## src/rtl/ecc_scrub_engine_pkg.sv

```systemverilog
// Shared types and helpers for the background SECDED scrubber.
// Codeword layout: Hamming position p (1..ENCODED_WORD) lives in vector
// bit p-1; the overall parity bit is the top bit (position ENCODED_WORD+1).
package ecc_scrub_pkg;

    typedef enum logic [2:0] {
        IDLE    = 3'd0,
        RD_REQ  = 3'd1,
        RD_WAIT = 3'd2,
        CHECK   = 3'd3,
        WR_REQ  = 3'd4,
        WR_WAIT = 3'd5,
        NEXT    = 3'd6,
        DONE    = 3'd7
    } scrub_state_t;

    typedef enum logic [1:0] {
        ECC_OK  = 2'd0,
        ECC_SBE = 2'd1,
        ECC_DBE = 2'd2
    } ecc_status_t;

    // True when a Hamming position holds a parity bit (power of two).
    function automatic bit is_parity_pos(input int pos);
        return (pos > 0) && ((pos & (pos - 1)) == 0);
    endfunction

    // Number of Hamming parity bits protecting data_bits of payload.
    function automatic int parity_bits(input int data_bits);
        return $clog2(data_bits) + 1;
    endfunction

    // Stored codeword width: data + Hamming parity + overall parity.
    function automatic int cw_width(input int data_bits);
        return data_bits + parity_bits(data_bits) + 1;
    endfunction

endpackage

```

## src/rtl/ecc_scrub_engine_if.sv

```systemverilog
// Memory-port bundle shared between the scrubber (master) and the banked
// ECC memory (slave). Names are from the scrubber's point of view.
interface ecc_scrub_engine_if #(
    parameter int ADDR_W = 8,
    parameter int CW_W   = 18
) ();
    logic              o_en;
    logic              o_we;
    logic [ADDR_W-1:0] o_addr;
    logic [CW_W-1:0]   o_wdata;
    logic [CW_W-1:0]   i_rdata;

    modport master (
        output o_en,
        output o_we,
        output o_addr,
        output o_wdata,
        input  i_rdata
    );

    modport slave (
        input  o_en,
        input  o_we,
        input  o_addr,
        input  o_wdata,
        output i_rdata
    );
endinterface

```

## src/rtl/ecc_scrub_engine_secded_check.sv

```systemverilog
// Combinational SECDED decode of one stored codeword: syndrome, overall
// parity, classification and the single-bit-corrected word.
module secded_check
    import ecc_scrub_pkg::*;
#(
    parameter int DATA_BITS    = 12,
    parameter int PARITY_BITS  = parity_bits(DATA_BITS),
    parameter int ENCODED_WORD = DATA_BITS + PARITY_BITS,
    parameter int CW_W         = ENCODED_WORD + 1
) (
    input  logic [CW_W-1:0]        codeword,
    output ecc_status_t            status,
    output logic [CW_W-1:0]        corrected,
    output logic [PARITY_BITS-1:0] syndrome
);
    logic [PARITY_BITS-1:0] syn_s;
    logic                   par_s;
    ecc_status_t            status_s;
    logic [CW_W-1:0]        corr_s;

    assign par_s = ^codeword;

    // Syndrome: XOR of the positions of every set bit in the Hamming part.
    always_comb begin
        syn_s = {PARITY_BITS{1'b0}};
        for (int i = 1; i <= ENCODED_WORD; i++) begin
            if (codeword[i-1]) begin
                syn_s = syn_s ^ PARITY_BITS'(i);
            end else begin
                syn_s = syn_s;
            end
        end
    end

    // Classify and correct; a syndrome pointing past the word is uncorrectable.
    always_comb begin
        status_s = ECC_OK;
        corr_s   = codeword;
        if (!par_s) begin
            if (syn_s == {PARITY_BITS{1'b0}}) begin
                status_s = ECC_OK;
            end else begin
                status_s = ECC_DBE;
            end
        end else if (syn_s == {PARITY_BITS{1'b0}}) begin
            status_s         = ECC_SBE;
            corr_s[CW_W-1]   = ~codeword[CW_W-1];
        end else if (syn_s <= PARITY_BITS'(ENCODED_WORD)) begin
            status_s = ECC_SBE;
            for (int i = 1; i <= ENCODED_WORD; i++) begin
                if (PARITY_BITS'(i) == syn_s) begin
                    corr_s[i-1] = ~codeword[i-1];
                end else begin
                    corr_s[i-1] = codeword[i-1];
                end
            end
        end else begin
            status_s = ECC_DBE;
        end
    end

    assign status    = status_s;
    assign corrected = corr_s;
    assign syndrome  = syn_s;
endmodule

```

## src/rtl/ecc_scrub_engine.sv

```systemverilog
// Background SECDED scrubber: sweeps every address, writes back corrected
// single-bit errors and logs/counts double-bit errors.
// Optional build macro SCRUB_DBE_HALT_EN: a double-bit error ends the sweep
// immediately instead of continuing to the last address.
// Port outputs are registered; a read enable is decided one cycle ahead from
// i_pause so the enable is high exactly in the RD_REQ cycle that issues it.
module ecc_scrub_engine
    import ecc_scrub_pkg::*;
#(
    parameter int DATA_BITS    = 12,
    parameter int PARITY_BITS  = parity_bits(DATA_BITS),
    parameter int ENCODED_WORD = DATA_BITS + PARITY_BITS,
    parameter int CW_W         = ENCODED_WORD + 1,
    parameter int MEM_WORDS    = 256,
    parameter int ADDR_W       = $clog2(MEM_WORDS),
    parameter int RD_LATENCY   = 1,
    parameter int WR_LATENCY   = 1,
    parameter int CNT_W        = 16
) (
    input  logic                      clk,
    input  logic                      rst,
    input  logic                      i_start,
    input  logic                      i_pause,
    output logic                      o_busy,
    output logic                      o_done,
    ecc_scrub_engine_if.master        mem,
    output logic [CNT_W-1:0]          o_sbe_cnt,
    output logic [CNT_W-1:0]          o_dbe_cnt,
    output logic [ADDR_W-1:0]         o_dbe_addr
);
    localparam int LAT_MAX = (RD_LATENCY > WR_LATENCY) ? RD_LATENCY : WR_LATENCY;
    localparam int WAIT_W  = (LAT_MAX > 1) ? $clog2(LAT_MAX) : 1;

    scrub_state_t           state_r, next_state_s;
    logic [ADDR_W-1:0]      addr_r;
    logic [WAIT_W-1:0]      wait_cnt_r;
    logic [CW_W-1:0]        rdata_r;
    logic [CW_W-1:0]        wdata_r;
    logic                   en_r, we_r, busy_r, done_r;
    logic [CNT_W-1:0]       sbe_cnt_r, dbe_cnt_r;
    logic [ADDR_W-1:0]      dbe_addr_r;

    logic                   clr_s, capture_s, sbe_inc_s, dbe_inc_s, addr_inc_s;
    ecc_status_t            status_s;
    logic [CW_W-1:0]        corrected_s;

    secded_check #(
        .DATA_BITS    (DATA_BITS),
        .PARITY_BITS  (PARITY_BITS),
        .ENCODED_WORD (ENCODED_WORD),
        .CW_W         (CW_W)
    ) u_check (
        .codeword  (rdata_r),
        .status    (status_s),
        .corrected (corrected_s),
        .syndrome  ()
    );

    // Next-state decision and per-cycle datapath strobes.
    always_comb begin
        next_state_s = state_r;
        clr_s        = 1'b0;
        capture_s    = 1'b0;
        sbe_inc_s    = 1'b0;
        dbe_inc_s    = 1'b0;
        addr_inc_s   = 1'b0;
        case (state_r)
            IDLE: begin
                if (i_start) begin
                    clr_s        = 1'b1;
                    next_state_s = RD_REQ;
                end else begin
                    next_state_s = IDLE;
                end
            end
            RD_REQ: begin
                if (en_r) begin
                    next_state_s = RD_WAIT;
                end else begin
                    next_state_s = RD_REQ;
                end
            end
            RD_WAIT: begin
                if (wait_cnt_r == WAIT_W'(RD_LATENCY - 1)) begin
                    capture_s    = 1'b1;
                    next_state_s = CHECK;
                end else begin
                    next_state_s = RD_WAIT;
                end
            end
            CHECK: begin
                case (status_s)
                    ECC_OK: next_state_s = NEXT;
                    ECC_SBE: begin
                        sbe_inc_s    = 1'b1;
                        next_state_s = WR_REQ;
                    end
                    ECC_DBE: begin
                        dbe_inc_s    = 1'b1;
`ifdef SCRUB_DBE_HALT_EN
                        next_state_s = DONE;
`else
                        next_state_s = NEXT;
`endif
                    end
                    default: next_state_s = NEXT;
                endcase
            end
            WR_REQ: next_state_s = WR_WAIT;
            WR_WAIT: begin
                if (wait_cnt_r == WAIT_W'(WR_LATENCY - 1)) begin
                    next_state_s = NEXT;
                end else begin
                    next_state_s = WR_WAIT;
                end
            end
            NEXT: begin
                if (addr_r == ADDR_W'(MEM_WORDS - 1)) begin
                    next_state_s = DONE;
                end else begin
                    addr_inc_s   = 1'b1;
                    next_state_s = RD_REQ;
                end
            end
            DONE: next_state_s = IDLE;
            default: next_state_s = IDLE;
        endcase
    end

    // State, wait counter and registered port/status outputs.
    always_ff @(posedge clk) begin
        if (rst) begin
            state_r    <= IDLE;
            addr_r     <= {ADDR_W{1'b0}};
            wait_cnt_r <= {WAIT_W{1'b0}};
            rdata_r    <= {CW_W{1'b0}};
            wdata_r    <= {CW_W{1'b0}};
            en_r       <= 1'b0;
            we_r       <= 1'b0;
            busy_r     <= 1'b0;
            done_r     <= 1'b0;
        end else begin
            state_r <= next_state_s;
            if (next_state_s != state_r) begin
                wait_cnt_r <= {WAIT_W{1'b0}};
            end else if ((state_r == RD_WAIT) || (state_r == WR_WAIT)) begin
                wait_cnt_r <= wait_cnt_r + WAIT_W'(1);
            end else begin
                wait_cnt_r <= wait_cnt_r;
            end
            if (clr_s) begin
                addr_r <= {ADDR_W{1'b0}};
            end else if (addr_inc_s) begin
                addr_r <= addr_r + ADDR_W'(1);
            end else begin
                addr_r <= addr_r;
            end
            if (capture_s) begin
                rdata_r <= mem.i_rdata;
            end
            if (sbe_inc_s) begin
                wdata_r <= corrected_s;
            end
            en_r   <= ((next_state_s == RD_REQ) && !i_pause) || (next_state_s == WR_REQ);
            we_r   <= (next_state_s == WR_REQ);
            busy_r <= (next_state_s != IDLE);
            done_r <= (next_state_s == DONE);
        end
    end

    // Saturating error counters and last double-bit-error address.
    always_ff @(posedge clk) begin
        if (rst || clr_s) begin
            sbe_cnt_r  <= {CNT_W{1'b0}};
            dbe_cnt_r  <= {CNT_W{1'b0}};
            dbe_addr_r <= {ADDR_W{1'b0}};
        end else begin
            if (sbe_inc_s && (sbe_cnt_r != {CNT_W{1'b1}})) begin
                sbe_cnt_r <= sbe_cnt_r + CNT_W'(1);
            end
            if (dbe_inc_s) begin
                dbe_addr_r <= addr_r;
                if (dbe_cnt_r != {CNT_W{1'b1}}) begin
                    dbe_cnt_r <= dbe_cnt_r + CNT_W'(1);
                end
            end
        end
    end

    assign o_busy      = busy_r;
    assign o_done      = done_r;
    assign mem.o_en    = en_r;
    assign mem.o_we    = we_r;
    assign mem.o_addr  = addr_r;
    assign mem.o_wdata = wdata_r;
    assign o_sbe_cnt   = sbe_cnt_r;
    assign o_dbe_cnt   = dbe_cnt_r;
    assign o_dbe_addr  = dbe_addr_r;
endmodule

```

## src/flat_wrapper.sv

```systemverilog
// flat-port wrapper written by rule: the top's interface ports become plain ports
module ecc_scrub_engine_flat import ecc_scrub_pkg::*;
#(
    parameter int DATA_BITS    = 12,
    parameter int PARITY_BITS  = parity_bits(DATA_BITS),
    parameter int ENCODED_WORD = DATA_BITS + PARITY_BITS,
    parameter int CW_W         = ENCODED_WORD + 1,
    parameter int MEM_WORDS    = 256,
    parameter int ADDR_W       = $clog2(MEM_WORDS),
    parameter int RD_LATENCY   = 1,
    parameter int WR_LATENCY   = 1,
    parameter int CNT_W        = 16
)
  (clk, rst, i_start, i_pause, o_busy, o_done, o_sbe_cnt, o_dbe_cnt, o_dbe_addr, mem_o_en, mem_o_we, mem_o_addr, mem_o_wdata, mem_i_rdata);
  ecc_scrub_engine_if #(.ADDR_W(ADDR_W), .CW_W(CW_W)) mem_i ();
  input  logic clk;
  input  logic rst;
  input  logic i_start;
  input  logic i_pause;
  output logic o_busy;
  output logic o_done;
  output logic [CNT_W-1:0] o_sbe_cnt;
  output logic [CNT_W-1:0] o_dbe_cnt;
  output logic [ADDR_W-1:0] o_dbe_addr;
  output wire logic [$bits(mem_i.o_en)-1:0] mem_o_en;
  output wire logic [$bits(mem_i.o_we)-1:0] mem_o_we;
  output wire logic [$bits(mem_i.o_addr)-1:0] mem_o_addr;
  output wire logic [$bits(mem_i.o_wdata)-1:0] mem_o_wdata;
  input wire logic [$bits(mem_i.i_rdata)-1:0] mem_i_rdata;
  assign mem_o_en = mem_i.o_en;
  assign mem_o_we = mem_i.o_we;
  assign mem_o_addr = mem_i.o_addr;
  assign mem_o_wdata = mem_i.o_wdata;
  assign mem_i.i_rdata = mem_i_rdata;
  ecc_scrub_engine #(.DATA_BITS(DATA_BITS), .PARITY_BITS(PARITY_BITS), .ENCODED_WORD(ENCODED_WORD), .CW_W(CW_W), .MEM_WORDS(MEM_WORDS), .ADDR_W(ADDR_W), .RD_LATENCY(RD_LATENCY), .WR_LATENCY(WR_LATENCY), .CNT_W(CNT_W)) u_core (.clk(clk), .rst(rst), .i_start(i_start), .i_pause(i_pause), .o_busy(o_busy), .o_done(o_done), .mem(mem_i), .o_sbe_cnt(o_sbe_cnt), .o_dbe_cnt(o_dbe_cnt), .o_dbe_addr(o_dbe_addr));
endmodule
```

## config.mk

```make
export PLATFORM = sky130hd
export DESIGN_NAME = ecc_scrub_engine_flat
export DESIGN_NICKNAME = d
export VERILOG_FILES = /design/src/rtl/ecc_scrub_engine_pkg.sv /design/src/rtl/ecc_scrub_engine_if.sv /design/src/rtl/ecc_scrub_engine_secded_check.sv /design/src/rtl/ecc_scrub_engine.sv /design/src/flat_wrapper.sv
export SDC_FILE = /design/constraint.sdc
export NUM_CORES = 1
export LEC_CHECK = 0
export ABC_CLOCK_PERIOD_IN_PS = 6800
export BUFFER_PORTS_ARGS = -buffer_cell sky130_fd_sc_hd__buf_4
export CAP_MARGIN = 25
export CORE_MARGIN = 4
export CORE_UTILIZATION = 32
export CTS_CLUSTER_DIAMETER = 120
export DETAILED_ROUTE_END_ITERATION = 7
export GPL_TIMING_DRIVEN = 0
export REMOVE_ABC_BUFFERS = 1
export SLEW_MARGIN = 30
export SYNTH_ARGS = -nofsm -noshare
export SYNTH_HDL_FRONTEND = slang
export SYNTH_SLANG_ARGS = --single-unit
```

## constraint.sdc

```tcl
create_clock -name clk -period 6.8 [get_ports clk]
set_input_delay 0.34 -clock clk [delete_from_list [all_inputs] [get_ports clk]]
set_output_delay 0.34 -clock clk [all_outputs]
set_load 0.05 [all_outputs]
```

# After elaboration in Yosys (flattened, before gate mapping)
# Index checks and enable logic that the tools add are counted.
# op_classes
n_addsub	4
n_mul	0
n_div	0
magnitude_cmp	1
n_eq_ne	33
shift	0
n_mux	59
bitwise	34
reduce_logical	13
# op_table
op	n
4-bit by 5-bit equality test with 1-bit output, first input constant	8
17-bit two-way mux	2
16-bit by 1-bit adder with 16-bit output, second input constant	2
4-bit two-way mux	8
16-bit != test, second input constant	2
1-bit two-way mux	31
3-bit one-hot mux with 8 select lines	1
3-bit by 5-bit equality test with 1-bit output, first input constant	4
3-bit equality test, second input constant	6
18-bit two-way mux	1
2-bit two-way mux	9
1-bit NOT	18
18-bit XOR reduction	1
3-bit two-way mux	5
2-bit NOT	7
3-bit NOT	4
2-bit by 5-bit equality test with 1-bit output, first input constant	2
5-bit equality test, first input constant	2
5-bit two-way mux	2
8-bit by 1-bit adder with 8-bit output, second input constant	1
8-bit equality test, second input constant	1
3-bit by 1-bit equality test with 1-bit output, second input constant	2
3-bit by 2-bit equality test with 1-bit output, second input constant	2
1-bit by 5-bit equality test with 1-bit output, first input constant	1
other kinds (15)	22
# word_totals
register_bits	92
latch_bits	0
mem_bits_rw	0
mem_bits_ro	0
out_inout_bits	70
mem_count	0

# Longest topological paths before layout
# logic_depth
word_depth	39
depth_mapped	10
mapped_depth_nobuf	8

# Modules after synthesis
# A second synthesis with hierarchy kept.
# hier_totals
hier_cells	532
area_unflattened_um2	4752.1
# by_module_without_submodules
mod	instances	cells_per_inst	area_each_um2
ecc_scrub_engine	1	444	3898.7
secded_check	1	88	853.3

# Worst setup path before layout
# No wires, ideal clock.
# synth_path
path_type	register to register
start	register u_core.rdata_r[13]
end	register u_core.dbe_cnt_r[13] (netlist: u_core.o_dbe_cnt[13])
setup_ps	115
arrival_ps	2663
path_slack_ps	4023
path_stages_with_launch	10
path_cell_list	dfxtp_1 -> clkbuf_1 -> xnor3_2 -> xnor3_2 -> and4_1 -> o41ai_1 -> a2bb2oi_1 -> buf_2 -> o31a_1 -> o21a_1
# synth_between
elab_chain_len	13
word_cells_on_any_way	16
cone_classes	order compare (1); eq/ne (1); mux (10); bitwise (1); reduce/logical (3)
# synth_lines
element	line	source
from (decl)	ecc_scrub_engine.sv:37	logic [CW_W-1:0] rdata_r;
from (signal assigned)	ecc_scrub_engine.sv:136	rdata_r <= {CW_W{1'b0}};
from (signal assigned)	ecc_scrub_engine.sv:159	rdata_r <= mem.i_rdata;
4-bit two-way mux	ecc_scrub_engine_secded_check.sv:27	if (codeword[i-1]) begin
4-bit NOT (no line)	--	
4-bit two-way mux	ecc_scrub_engine_secded_check.sv:27	
5-bit two-way mux (2 in series)	ecc_scrub_engine_secded_check.sv:27	
5-bit less-or-equal comparator	ecc_scrub_engine_secded_check.sv:48	end else if (syn_s <= PARITY_BITS'(ENCODED_WORD)) begin
2-bit two-way mux	ecc_scrub_engine_secded_check.sv:48	
2-bit two-way mux	ecc_scrub_engine_secded_check.sv:45	end else if (syn_s == {PARITY_BITS{1'b0}}) begin
2-bit two-way mux (*)	ecc_scrub_engine_secded_check.sv:39	if (!par_s) begin
2-bit equality test (*)	ecc_scrub_engine.sv:92	case (status_s)
1-bit two-way mux (*)	ecc_scrub_engine.sv:92	
1-bit two-way mux (*)	ecc_scrub_engine.sv:67	case (state_r)
2-bit AND reduction (no line) (*)	--	
to (signal assigned)	ecc_scrub_engine.sv:175	dbe_cnt_r <= {CNT_W{1'b0}};
to (signal assigned)	ecc_scrub_engine.sv:184	dbe_cnt_r <= dbe_cnt_r + CNT_W'(1);
to (decl)	ecc_scrub_engine.sv:40	logic [CNT_W-1:0] sbe_cnt_r, dbe_cnt_r;
# Mark *: on every way between the ends. The rest lies on a longest branch, timed or not.
# A chain may end at the register's enable or synchronous reset.

# Worst setup path in the final report
# layout_path
start	register u_core.rdata_r[16]
end	register u_core.sbe_cnt_r[15] (netlist: u_core.o_sbe_cnt[15])
# layout_between
elab_chain_len	9
word_cells_on_any_way	12
cone_classes	order compare (1); eq/ne (1); mux (7); reduce/logical (3)
# layout_lines
element	line	source
5-bit two-way mux	ecc_scrub_engine_secded_check.sv:27	
5-bit less-or-equal comparator	ecc_scrub_engine_secded_check.sv:48	
2-bit two-way mux	ecc_scrub_engine_secded_check.sv:48	
2-bit two-way mux	ecc_scrub_engine_secded_check.sv:45	
2-bit two-way mux (*)	ecc_scrub_engine_secded_check.sv:39	
2-bit by 1-bit equality test with 1-bit output (*)	ecc_scrub_engine.sv:92	
1-bit two-way mux (*)	ecc_scrub_engine.sv:92	
1-bit two-way mux (*)	ecc_scrub_engine.sv:67	
1-bit logical AND (*)	ecc_scrub_engine.sv:178	if (sbe_inc_s && (sbe_cnt_r != {CNT_W{1'b1}})) begin
to (signal assigned)	ecc_scrub_engine.sv:174	sbe_cnt_r <= {CNT_W{1'b0}};
to (signal assigned)	ecc_scrub_engine.sv:179	sbe_cnt_r <= sbe_cnt_r + CNT_W'(1);
to (decl)	ecc_scrub_engine.sv:40	
# Marked as above.

==> flow_metrics.env <==
export IMPL_drt_pass1_iter_count=6
export IMPL_fp_dieArea_mm2=0.0171
export IMPL_cp_data_required_time_ns=7.08
export IMPL_antenna_found_initial=0
export IMPL_busiest_layer="met2"
export IMPL_power_density_mw_per_mm2=241
export IMPL_wl_per_cell_um=15.3
export IMPL_ys_seq_area_share_pct=38.2
export IMPL_clockBufferDepth=2
export IMPL_p_clk_share_pct=38.7
export IMPL_hpwl_mm=8.95
export IMPL_arrival_ns=4.02
export IMPL_cts_buffers_inserted=9
export IMPL_whs_path_depth=3
export IMPL_hold_buffers=0
export IMPL_fp_dieH_um=131
export IMPL_synth_cell_types=54
export IMPL_fillers=1505
export IMPL_post_cts_resized=0
export IMPL_gp_congestion=0.846
export IMPL_hold_end="u_core.rdata_r[15]$_SDFFE_PP0P_"
export IMPL_synthCells=567
export IMPL_grt_pass1_vias=4162
export IMPL_cp_max_fo=21
export IMPL_comb_power_share_pct=22.4
export IMPL_io_buffers=91
export IMPL_p_int_mw=1.00
export IMPL_syn_area_mm2=0.00483
export IMPL_r2r_start="u_core.rdata_r[16]$_SDFFE_PP0P_"
export IMPL_leakage_nw=2.17
export IMPL_vdd_drop_max_uv=119
export IMPL_fmax_mhz=267
export IMPL_drt_iter0_markers=186
export IMPL_grt_use_met3_pct=3.62
export IMPL_grt_setup_unrepaired="no"
export IMPL_grt_overflow_total=0
export IMPL_gr_usage_met2_pct=23.4
export IMPL_end_kind="flop"
export IMPL_ys_seq_elements=92
export IMPL_die_x_um=131
export IMPL_drive_above_1_share_pct=19.5
export IMPL_worstMarginPinSlew_ns=0.904
export IMPL_htreeDepth=3
export IMPL_fin_skew_ns=0.00912
export IMPL_p_sw_share_pct=30.5
export IMPL_p_seq_share_pct=39.0
export IMPL_diodes=0
export IMPL_use_met1_pct=19.5
export IMPL_cts_sinks=92
export IMPL_critPathLaunchType="flop"
export IMPL_setup_viol=0
export IMPL_area_growth_pct=23.6
export IMPL_path_clk_slew_ns=0.07
export IMPL_grt_max_degree=48
export IMPL_rr_worst_depth=7
export IMPL_rows=44
export IMPL_via_per_inst=5.32
export IMPL_cts_tree="yes"
export IMPL_syn_avg_cell_area_um2=8.51
export IMPL_fin_crit_sh_pct=55.0
export IMPL_grt_use_total_pct=14.8
export IMPL_coreArea_mm2=0.0146
export IMPL_maxCapViolations=0
export IMPL_relSlewSlack_pct=39.2
export IMPL_grt_pass1_wl_mm=20.3
export IMPL_reg2reg_to="u_core.o_sbe_cnt[15]$_SDFFE_PP0P_"
export IMPL_hold_viol=0
export IMPL_drc_errors=0
export IMPL_p_sw_mw=0.439
export IMPL_fin_nets=662
export IMPL_via_count=4397
export IMPL_tns_ns=0
export IMPL_post_cts_buffers=0
export IMPL_insertion_delay_ns=0.35
export IMPL_status="finished, final reports clean"
export IMPL_ioPinCount=92
export IMPL_initial_core_util_pct=33.0
export IMPL_drv_slew=0
export IMPL_hold_path_class="primary input to flop"
export IMPL_wl_mm=12.6
export IMPL_holdCritStartpoint="mem_i_rdata[15]"
export IMPL_final_util_pct=40.7
export IMPL_path_class="flop to flop"
export IMPL_yosysWarnings=0
export IMPL_cts_root_buf="clkbuf_16"
export IMPL_reg2reg_slack_ns=3.06
export IMPL_min_period_ns=3.74
export IMPL_antenna_left=0
-- how the worst max path moves through the flow --
stage                               startpoint                                 to  cells past startpoint
2_1_floorplan  u_core.rdata_r[16]$_SDFFE_PP0P_  u_core.o_dbe_cnt[13]$_SDFFE_PP0P_                      7
4_1_cts        u_core.rdata_r[16]$_SDFFE_PP0P_  u_core.o_sbe_cnt[15]$_SDFFE_PP0P_                      7
3_3_place_gp   u_core.rdata_r[16]$_SDFFE_PP0P_   u_core.o_dbe_cnt[1]$_SDFFE_PP0P_                      7
3_5_place_dp   u_core.rdata_r[16]$_SDFFE_PP0P_  u_core.o_sbe_cnt[15]$_SDFFE_PP0P_                      7
5_1_grt        u_core.rdata_r[16]$_SDFFE_PP0P_  u_core.o_sbe_cnt[13]$_SDFFE_PP0P_                      7
6_report       u_core.rdata_r[16]$_SDFFE_PP0P_  u_core.o_sbe_cnt[15]$_SDFFE_PP0P_                      7
-- layout by cell type (no fill, tap or decap), types with 9 or more instances in the layout --
| cell type | netlist | routed |
|---|---|---|
| nor2_1 | 54 | 53 |
| o21ai_0 | 12 | 12 |
| mux2i_1 | 13 | 13 |
| o31ai_1 | 15 | 15 |
| clkbuf_16 | 0 | 9 |
| xnor2_1 | 35 | 35 |
| dfxtp_1 | 92 | 92 |
| a21oi_1 | 58 | 58 |
| xor2_1 | 13 | 13 |
| or3_1 | 11 | 11 |
| nand2_1 | 66 | 66 |
| a211oi_1 | 20 | 20 |
| or4_1 | 14 | 14 |
| buf_4 | 1 | 92 |
| nor4_1 | 9 | 9 |
| nand3_1 | 25 | 25 |
| nand4_1 | 11 | 11 |
-- critical path, stage by stage, from the launching register on --
cell and delay [ns]:
dfxtp_1 0.46, xor2_2 0.73, xnor3_1 0.59, xnor3_1 0.40
o311ai_1 0.29, a21o_1 0.47, or4_1 0.57, a21oi_1 0.14
-- logic make-up after synthesis --
| logic type | synth area share (%) |
|---|---|
| buf+inv | 3.78 |
| flops | 38.2 |
| xor+xnor | 13.9 |
| simple gates | 23.1 |
| fa+ha+maj | 0.778 |
| mux | 2.70 |
| compound gates | 17.5 |
-- registers in the layout, indices dropped and copies added (netlist names) --
signal / count
u_core.mem.o_en: 1
u_core.mem.o_addr: 8
u_core.mem.o_wdata: 18
u_core.state_r: 3
u_core.wait_cnt_r: 1
u_core.mem.o_we: 1
u_core.o_dbe_addr: 8
u_core.o_busy: 1
u_core.rdata_r: 18
u_core.o_dbe_cnt: 16
u_core.o_sbe_cnt: 16
u_core.o_done: 1
-- per-stage QoR --
step           instances  total power, mW  instance area [µm²]  setup WS (ns)  hold WS, ns
6_report             826             1.44                 5960           3.06        0.244
5_1_grt              826             1.50                 5960           2.84        0.239
4_1_cts              826             1.46                 5960           3.05        0.227
3_5_place_dp         810            0.893                 5640           3.07        0.456
3_3_place_gp         807            0.870                 5580           2.49        0.456
2_1_floorplan        532            0.785                 4670           3.57        0.409
-- cells in the mapped netlist, drive strengths merged --
cell type / n / area, µm²
a21o: 1 / 7.51
a2bb2oi: 1 / 8.76
o21ai: 16 / 80.1
buf: 12 / 72.6
dfxtp: 92 / 1840
o221a: 1 / 11.3
xnor2: 37 / 339
ha: 3 / 37.5
nand2b: 3 / 18.8
a41o: 1 / 10.0
or3: 11 / 68.8
nand2: 66 / 248
and4: 4 / 35.0
nor2: 54 / 203
xor2: 15 / 146
xnor3: 5 / 115
nor4b: 1 / 8.76
o211a: 1 / 10.0
o21a: 5 / 37.5
and3: 8 / 50.1
o31ai: 15 / 113
o41ai: 1 / 8.76
nor3: 6 / 30.0
xor3: 3 / 71.3
or2: 3 / 18.8
inv: 6 / 22.5
a21oi: 58 / 290
a31oi: 6 / 37.5
o2111ai: 1 / 8.76
o31a: 1 / 8.76
o311ai: 1 / 8.76
nor2b: 3 / 18.8
or4: 14 / 105
nand4: 11 / 68.8
clkbuf: 23 / 87.6
nand3: 25 / 125
and2: 1 / 6.26
a211oi: 21 / 170
and4b: 1 / 10.0
a2bb2o: 1 / 10.0
nor4: 12 / 93.8
a2111oi: 3 / 26.3
nor3b: 1 / 7.51
mux2i: 13 / 130
-- power by group through the flow --
stage,logic (mW),clock network [mW],registers [mW]
2_1_floorplan,0.202,0,0.582
3_3_place_gp,0.298,0,0.572
3_5_place_dp,0.320,0,0.573
4_1_cts,0.322,0.573,0.561
5_1_grt,0.350,0.586,0.562
6_report,0.322,0.556,0.560
-- final cells by class --
class / count / area, µm² / area share, %
multi-input cells: 434 / 2830 / 47.4
flip-flops and latches: 92 / 1840 / 30.9
repair buffers: 94 / 713 / 12.0
clock buffers: 13 / 260 / 4.36
well taps: 184 / 230 / 3.86
clock inverters: 3 / 68.8 / 1.15
inverters: 6 / 22.5 / 0.378
-- metal layers --
metal  up-vias  wire length, µm
met5         -                0
met4         0              230
met1      2068             5860
met3        21              770
li1       2185                -
met2       123             5750
(Power assumes the default switching activity.)
